## src/rtl/etc_pkg.sv

```systemverilog
// Shared definitions for the tile accumulator: tile geometry, semiring op
// encodings and the controller state type.
package etc_pkg;

    localparam int unsigned TILE_DIM = 4;

    localparam logic [1:0] OP_MMA    = 2'd0;
    localparam logic [1:0] OP_MAXMIN = 2'd1;

    typedef enum logic [1:0] {
        ST_IDLE  = 2'd0,
        ST_ACCUM = 2'd1,
        ST_DONE  = 2'd2
    } state_t;

    // Every nonzero encoding selects max-reduce, not just OP_MAXMIN.
    function automatic logic op_is_add(input logic [1:0] op);
        return op == OP_MMA;
    endfunction

endpackage

```

## src/rtl/etc_tile_reduce.sv

```systemverilog
// Element-wise semiring combine of two 4x4 tiles: modular add or unsigned max.
module etc_tile_reduce
    import etc_pkg::*;
#(
    parameter int unsigned W = 16
) (
    input  logic [1:0]                                i_op,
    input  logic [TILE_DIM-1:0][TILE_DIM-1:0][W-1:0]  i_acc_tile,
    input  logic [TILE_DIM-1:0][TILE_DIM-1:0][W-1:0]  i_in_tile,
    output logic [TILE_DIM-1:0][TILE_DIM-1:0][W-1:0]  o_nxt_tile
);

    logic w_add;

    assign w_add = op_is_add(i_op);

    always_comb begin
        o_nxt_tile = '0;
        for (int unsigned i = 0; i < TILE_DIM; i++) begin
            for (int unsigned j = 0; j < TILE_DIM; j++) begin
                if (w_add) begin
                    o_nxt_tile[i][j] = i_acc_tile[i][j] + i_in_tile[i][j];
                end else if (i_in_tile[i][j] > i_acc_tile[i][j]) begin
                    o_nxt_tile[i][j] = i_in_tile[i][j];
                end else begin
                    o_nxt_tile[i][j] = i_acc_tile[i][j];
                end
            end
        end
    end

endmodule

```

## src/rtl/etc_tile_accum.sv

```systemverilog
// Reduces num_k partial 4x4 tiles into one accumulator tile and hands the
// result out through a valid/ready handshake.
module etc_tile_accum
    import etc_pkg::*;
#(
    parameter int unsigned W  = 16,
    parameter int unsigned KW = 8
) (
    input  logic                                      clk,
    input  logic                                      rst_n,
    input  logic                                      start,
    input  logic [1:0]                                op,
    input  logic [KW-1:0]                             num_k,
    input  logic                                      in_valid,
    output logic                                      in_ready,
    input  logic [TILE_DIM-1:0][TILE_DIM-1:0][W-1:0]  in_tile,
    output logic                                      out_valid,
    input  logic                                      out_ready,
    output logic [TILE_DIM-1:0][TILE_DIM-1:0][W-1:0]  out_tile,
    output logic                                      busy
);

    localparam logic [KW-1:0] K_ONE = KW'(1);

    state_t                                    r_state;
    state_t                                    w_state_nxt;
    logic [1:0]                                r_op;
    logic [KW-1:0]                             r_num_k;
    logic [KW-1:0]                             r_count;
    logic [TILE_DIM-1:0][TILE_DIM-1:0][W-1:0]  r_acc;
    logic [TILE_DIM-1:0][TILE_DIM-1:0][W-1:0]  w_reduced;

    logic w_start_ok;
    logic w_accept;
    logic w_last;

    assign w_start_ok = (r_state == ST_IDLE) && start && (num_k != '0);
    assign w_accept   = (r_state == ST_ACCUM) && in_valid;
    assign w_last     = (r_count == (r_num_k - K_ONE));

    etc_tile_reduce #(
        .W (W)
    ) u_reduce (
        .i_op       (r_op),
        .i_acc_tile (r_acc),
        .i_in_tile  (in_tile),
        .o_nxt_tile (w_reduced)
    );

    always_ff @(posedge clk or negedge rst_n) begin
        if (!rst_n) begin
            r_state <= ST_IDLE;
        end else begin
            r_state <= w_state_nxt;
        end
    end

    always_comb begin
        w_state_nxt = r_state;
        in_ready    = 1'b0;
        out_valid   = 1'b0;
        busy        = 1'b1;
        unique case (r_state)
            ST_IDLE: begin
                busy = 1'b0;
                if (w_start_ok) begin
                    w_state_nxt = ST_ACCUM;
                end
            end
            ST_ACCUM: begin
                in_ready = 1'b1;
                if (w_accept && w_last) begin
                    w_state_nxt = ST_DONE;
                end
            end
            ST_DONE: begin
                out_valid = 1'b1;
                if (out_ready) begin
                    w_state_nxt = ST_IDLE;
                end
            end
            default: begin
                w_state_nxt = ST_IDLE;
            end
        endcase
    end

    // count never wraps: the final accept happens at num_k-1, so it peaks at num_k.
    always_ff @(posedge clk or negedge rst_n) begin
        if (!rst_n) begin
            r_op    <= '0;
            r_num_k <= '0;
            r_count <= '0;
            r_acc   <= '0;
        end else begin
            if (w_start_ok) begin
                r_op    <= op;
                r_num_k <= num_k;
                r_count <= '0;
            end
            if (w_accept) begin
                r_acc   <= (r_count == '0) ? in_tile : w_reduced;
                r_count <= r_count + K_ONE;
            end
        end
    end

    assign out_tile = r_acc;

endmodule
```

## config.mk

```make
export PLATFORM = sky130hd
export DESIGN_NAME = etc_tile_accum
export DESIGN_NICKNAME = d
export VERILOG_FILES = /design/src/rtl/etc_pkg.sv /design/src/rtl/etc_tile_reduce.sv /design/src/rtl/etc_tile_accum.sv
export SDC_FILE = /design/constraint.sdc
export NUM_CORES = 1
export LEC_CHECK = 0
export CORE_UTILIZATION = 40
export DETAILED_ROUTE_END_ITERATION = 10
export PLACE_DENSITY = 0.73
export SLEW_MARGIN = 20
export SYNTH_ARGS = -nofsm -noshare
export SYNTH_HDL_FRONTEND = slang
export SYNTH_SLANG_ARGS = --single-unit
```

## constraint.sdc

```tcl
create_clock -name clk -period 2.5 [get_ports clk]
set_input_delay 0.75 -clock clk [delete_from_list [all_inputs] [get_ports clk]]
set_output_delay 0.75 -clock clk [all_outputs]
set_load 0.05 [all_outputs]
```

==> impl_metrics.toml <==
[outcome]
status = "complete, but fails checks"
violations = "negative setup slack"

[sta]
hold_viol = 0
rsz0062_at_grt = "yes"
period_needed_ns = 2.761
finalClockSkew_ns = 0.01386
tns_ns = -10.61
max_freq_mhz = 362.2
setup_violations = 166
period_share_pct = 110.5
slew_headroom_pct = 59.30
worst_pin_slew_ns = 0.6129
slew_viol_final = 0
fin_ws_ns = -0.2613

[detailed_routing]
drtPass1Iterations = 8
drt_iter0_markers = 1950
post_drt_via_cell_ratio = 5.485
drt_wl_total_um = 117400
ant_nets = 0
drc = 0
dr_total_vias = 33580
wl_per_cell_um = 19.18

[finish]
drive_gt1_share_pct = 36.98
final_util_pct = 69.03
fillers = 5039
final_area_um2 = 49520
seq_area_um2 = 6950
multi_input_area_um2 = 24660
fin_nets = 5900
syn_to_final_growth_pct = 70.14

[synthesis]
yosysUniqueCellTypes = 68
ys_warn_count = 0
ys_ff_latch = 276
synth-main-ff-cell = "dfrtp_1"
postSynthCellCount = 3655
netlist_area_um2 = 29100
async_flop_share_pct = 100.0
ys_seq_area_share_pct = 23.73
avgSynthCellArea_um2 = 7.963
synth_edf_count = 0
synth_nets = 4441

[floorplan]
start_util_pct = 40.57
io_pins = 530
die-area_um2 = 73840
die_y_um = 271.7
core_um2 = 71730
die_w_um = 271.7
rows = 98

[placed_design]
pre_cts_ws_ns = -1.145
gp_congestion = 0.9503
dpl-instance-area_um2 = 43050
io_buffers = 529
dp_hpwl_um = 79380

[global_route]
antenna_found_initial = 41
grt_pass1_wl_um = 172000
grt_pass1_vias = 33080
grt_usage_pct = 28.52
grt_overflow_total = 0
grt_max_degree = 52

[critical_path]
cp_cell_sequence = "dlygate4sd2_1, fa_2, nand2b_4, a221oi_2, or4_4, a31o_2, o41a_1, a21oi_2, o21bai_1, xnor2_1, o211ai_1"
crit_family = "compound AO/OA/AOI/OAI gates"
arrival_ns = 3.19
cp_data_required_time_ns = 2.93
cp_num_buf_inv = 1
cp-end-kind = "register"
startpoint_type = "primary input"
cp_slowest_stage_delay_ns = 0.45
critPathMaxFanout = 2
crit_slowest_cell = "fa_2"
crit_type = "in -> reg"

[cts]
cts_tree = "done"
insertion_delay_ns = 0.57
clock_sinks = 276
ctsRootBufferMaster = "clkbuf_16"
htree_levels = 2
cts-buffers-inserted = 40
cts.path.max_buffers = 3
hold_buffers = 0
cts.clk_slew.worst_paths_ns = 0.06

[worst_hold_path]
hp-class = "in -> async"

[power]
peakVddDrop_v = 0.001062
switchingPower_mw = 37.99
seq_power_share_pct = 12.2
p_per_area_nw_per_um2 = 1522
p_int_mw = 37.36
swShare_pct = 50.42
leakage_nw = 23.80
pwr-share-comb_pct = 79.8
clkPwrFrac_pct = 8.0

[job]
drv_cap = 0
==> worst paths after layout <==
check,startpoint,to,slack [ns],depth (start not counted)
worst max-delay path,in_tile[193],out_tile[206],-0.26,11
worst min-delay path,rst_n,out_tile[228],0.13,1
worst max register to register,out_tile[209],out_tile[223],-0.25,11
worst min register to register,out_tile[175],out_tile[175],0.51,1
max in group asynchronous,rst_n,out_tile[131],1.47,2
min in group clk,out_tile[175],out_tile[175],0.51,1
==> synthesized netlist by cell type, types with 5 or more instances <==
| library cell | count | area (um^2) |
|---|---|---|
| nor3_1 | 41 | 205.2 |
| and3_1 | 6 | 37.54 |
| a31oi_1 | 12 | 75.07 |
| or3_1 | 39 | 244.0 |
| nor2_1 | 335 | 1257 |
| nand3_1 | 22 | 110.1 |
| nand4_1 | 67 | 419.2 |
| a21oi_1 | 385 | 1927 |
| o21bai_1 | 86 | 645.6 |
| xor2_1 | 58 | 508.0 |
| nor4_1 | 12 | 75.07 |
| mux2_2 | 10 | 112.6 |
| mux2i_1 | 59 | 590.6 |
| ha_1 | 499 | 6243 |
| buf_1 | 13 | 48.80 |
| nor2b_1 | 55 | 344.1 |
| or2_2 | 5 | 31.28 |
| buf_2 | 14 | 70.07 |
| a221oi_1 | 11 | 96.34 |
| nand2_1 | 281 | 1055 |
| xnor2_1 | 140 | 1226 |
| inv_1 | 414 | 1554 |
| o21ai_1 | 5 | 25.02 |
| clkbuf_1 | 96 | 360.4 |
| dfrtp_1 | 276 | 6907 |
| o31ai_1 | 41 | 307.8 |
| a311o_1 | 13 | 130.1 |
| o41ai_1 | 22 | 192.7 |
| o211ai_1 | 39 | 292.8 |
| and2_1 | 5 | 31.28 |
| fa_1 | 16 | 320.3 |
| a211oi_1 | 58 | 435.4 |
| o21ai_0 | 304 | 1521 |
| o31a_1 | 17 | 148.9 |
| nor3b_1 | 16 | 120.1 |
| or4_1 | 12 | 90.09 |
| nand2b_1 | 43 | 269.0 |
| a21o_1 | 64 | 480.5 |
==> per-stage QoR <==
step	hold slack, ns	std cells	total power, mW
finish	0.1337	6122	75.35
global route	0.1434	6122	79.87
CTS	0.1173	6039	68.89
detailed placement	0.5010	5864	58.29
global placement	0.4845	5864	57.25
floorplan	0.4544	3655	38.91
==> layout by cell type (no fill, tap or decap), types with 119 or more instances in the layout <==
master	synthesis	routed
nor2_1	335	315
ha_4	0	133
inv_1	414	397
buf_4	1	916
nand2_1	281	168
xnor2_1	140	136
o21ai_0	304	119
dfrtp_1	276	241
ha_1	499	334
dlygate4sd2_1	0	277
a21oi_1	385	310
==> logic make-up (layout without fill, tap and decap cells) <==
logic type,Yosys count,after routing,share of synthesized area (%)
AOI/OAI and AO/OA,1107,1107,23.18
and+or+nand+nor,951,951,15.12
buffers and inverters,539,2028,7.050
adders and majority gates,515,515,22.55
DFF,276,276,23.73
xor gates and xnor gates,198,198,5.958
muxes,69,69,2.416
other,0,28,0
==> layout make-up <==
cell class | count | area share, %
Timing Repair Buffer | 1542 | 27.74
Clock inverter | 12 | 0.3386
Inverter | 414 | 3.138
Multi-Input combinational cell | 2840 | 49.81
Clock buffer | 60 | 2.398
Tap cell | 950 | 2.400
Antenna cell | 28 | 0.1415
Sequential cell | 276 | 14.04
==> power groups by stage <==
stage          sequential (mW)  clock, mW  combinational (mW)
2_1_floorplan             15.8          0                23.1
4_1_cts                   8.95       6.12                53.8
5_1_grt                   9.47       6.29                64.1
6_report                  9.20       6.03                60.1
3_5_place_dp              8.98          0                49.3
3_3_place_gp              8.89          0                48.4
==> metal layers <==
layer	vias to the layer above	routed length, um	global-route usage (%)
met5	-	123	0
met4	20	6387	13.48
met3	415	7134	5.405
met2	1196	57620	49.53
met1	16260	46150	33.71
li1	15690	-	-
==> state kept, by name (all words and copies together) (netlist names) <==
name and cells:
r_num_k 8, r_state 2, out_tile 256, r_count 8
r_op 2
==> repair_timing <==
item,in CTS,in global routing
buffers inserted,81,51
hold endpoints to repair,0,0
gates resized for setup,806,538
pin swaps,267,263
cloned,24,13
setup endpoints to repair,438,247
No activity file was read; power rests on OpenSTA's default activity.
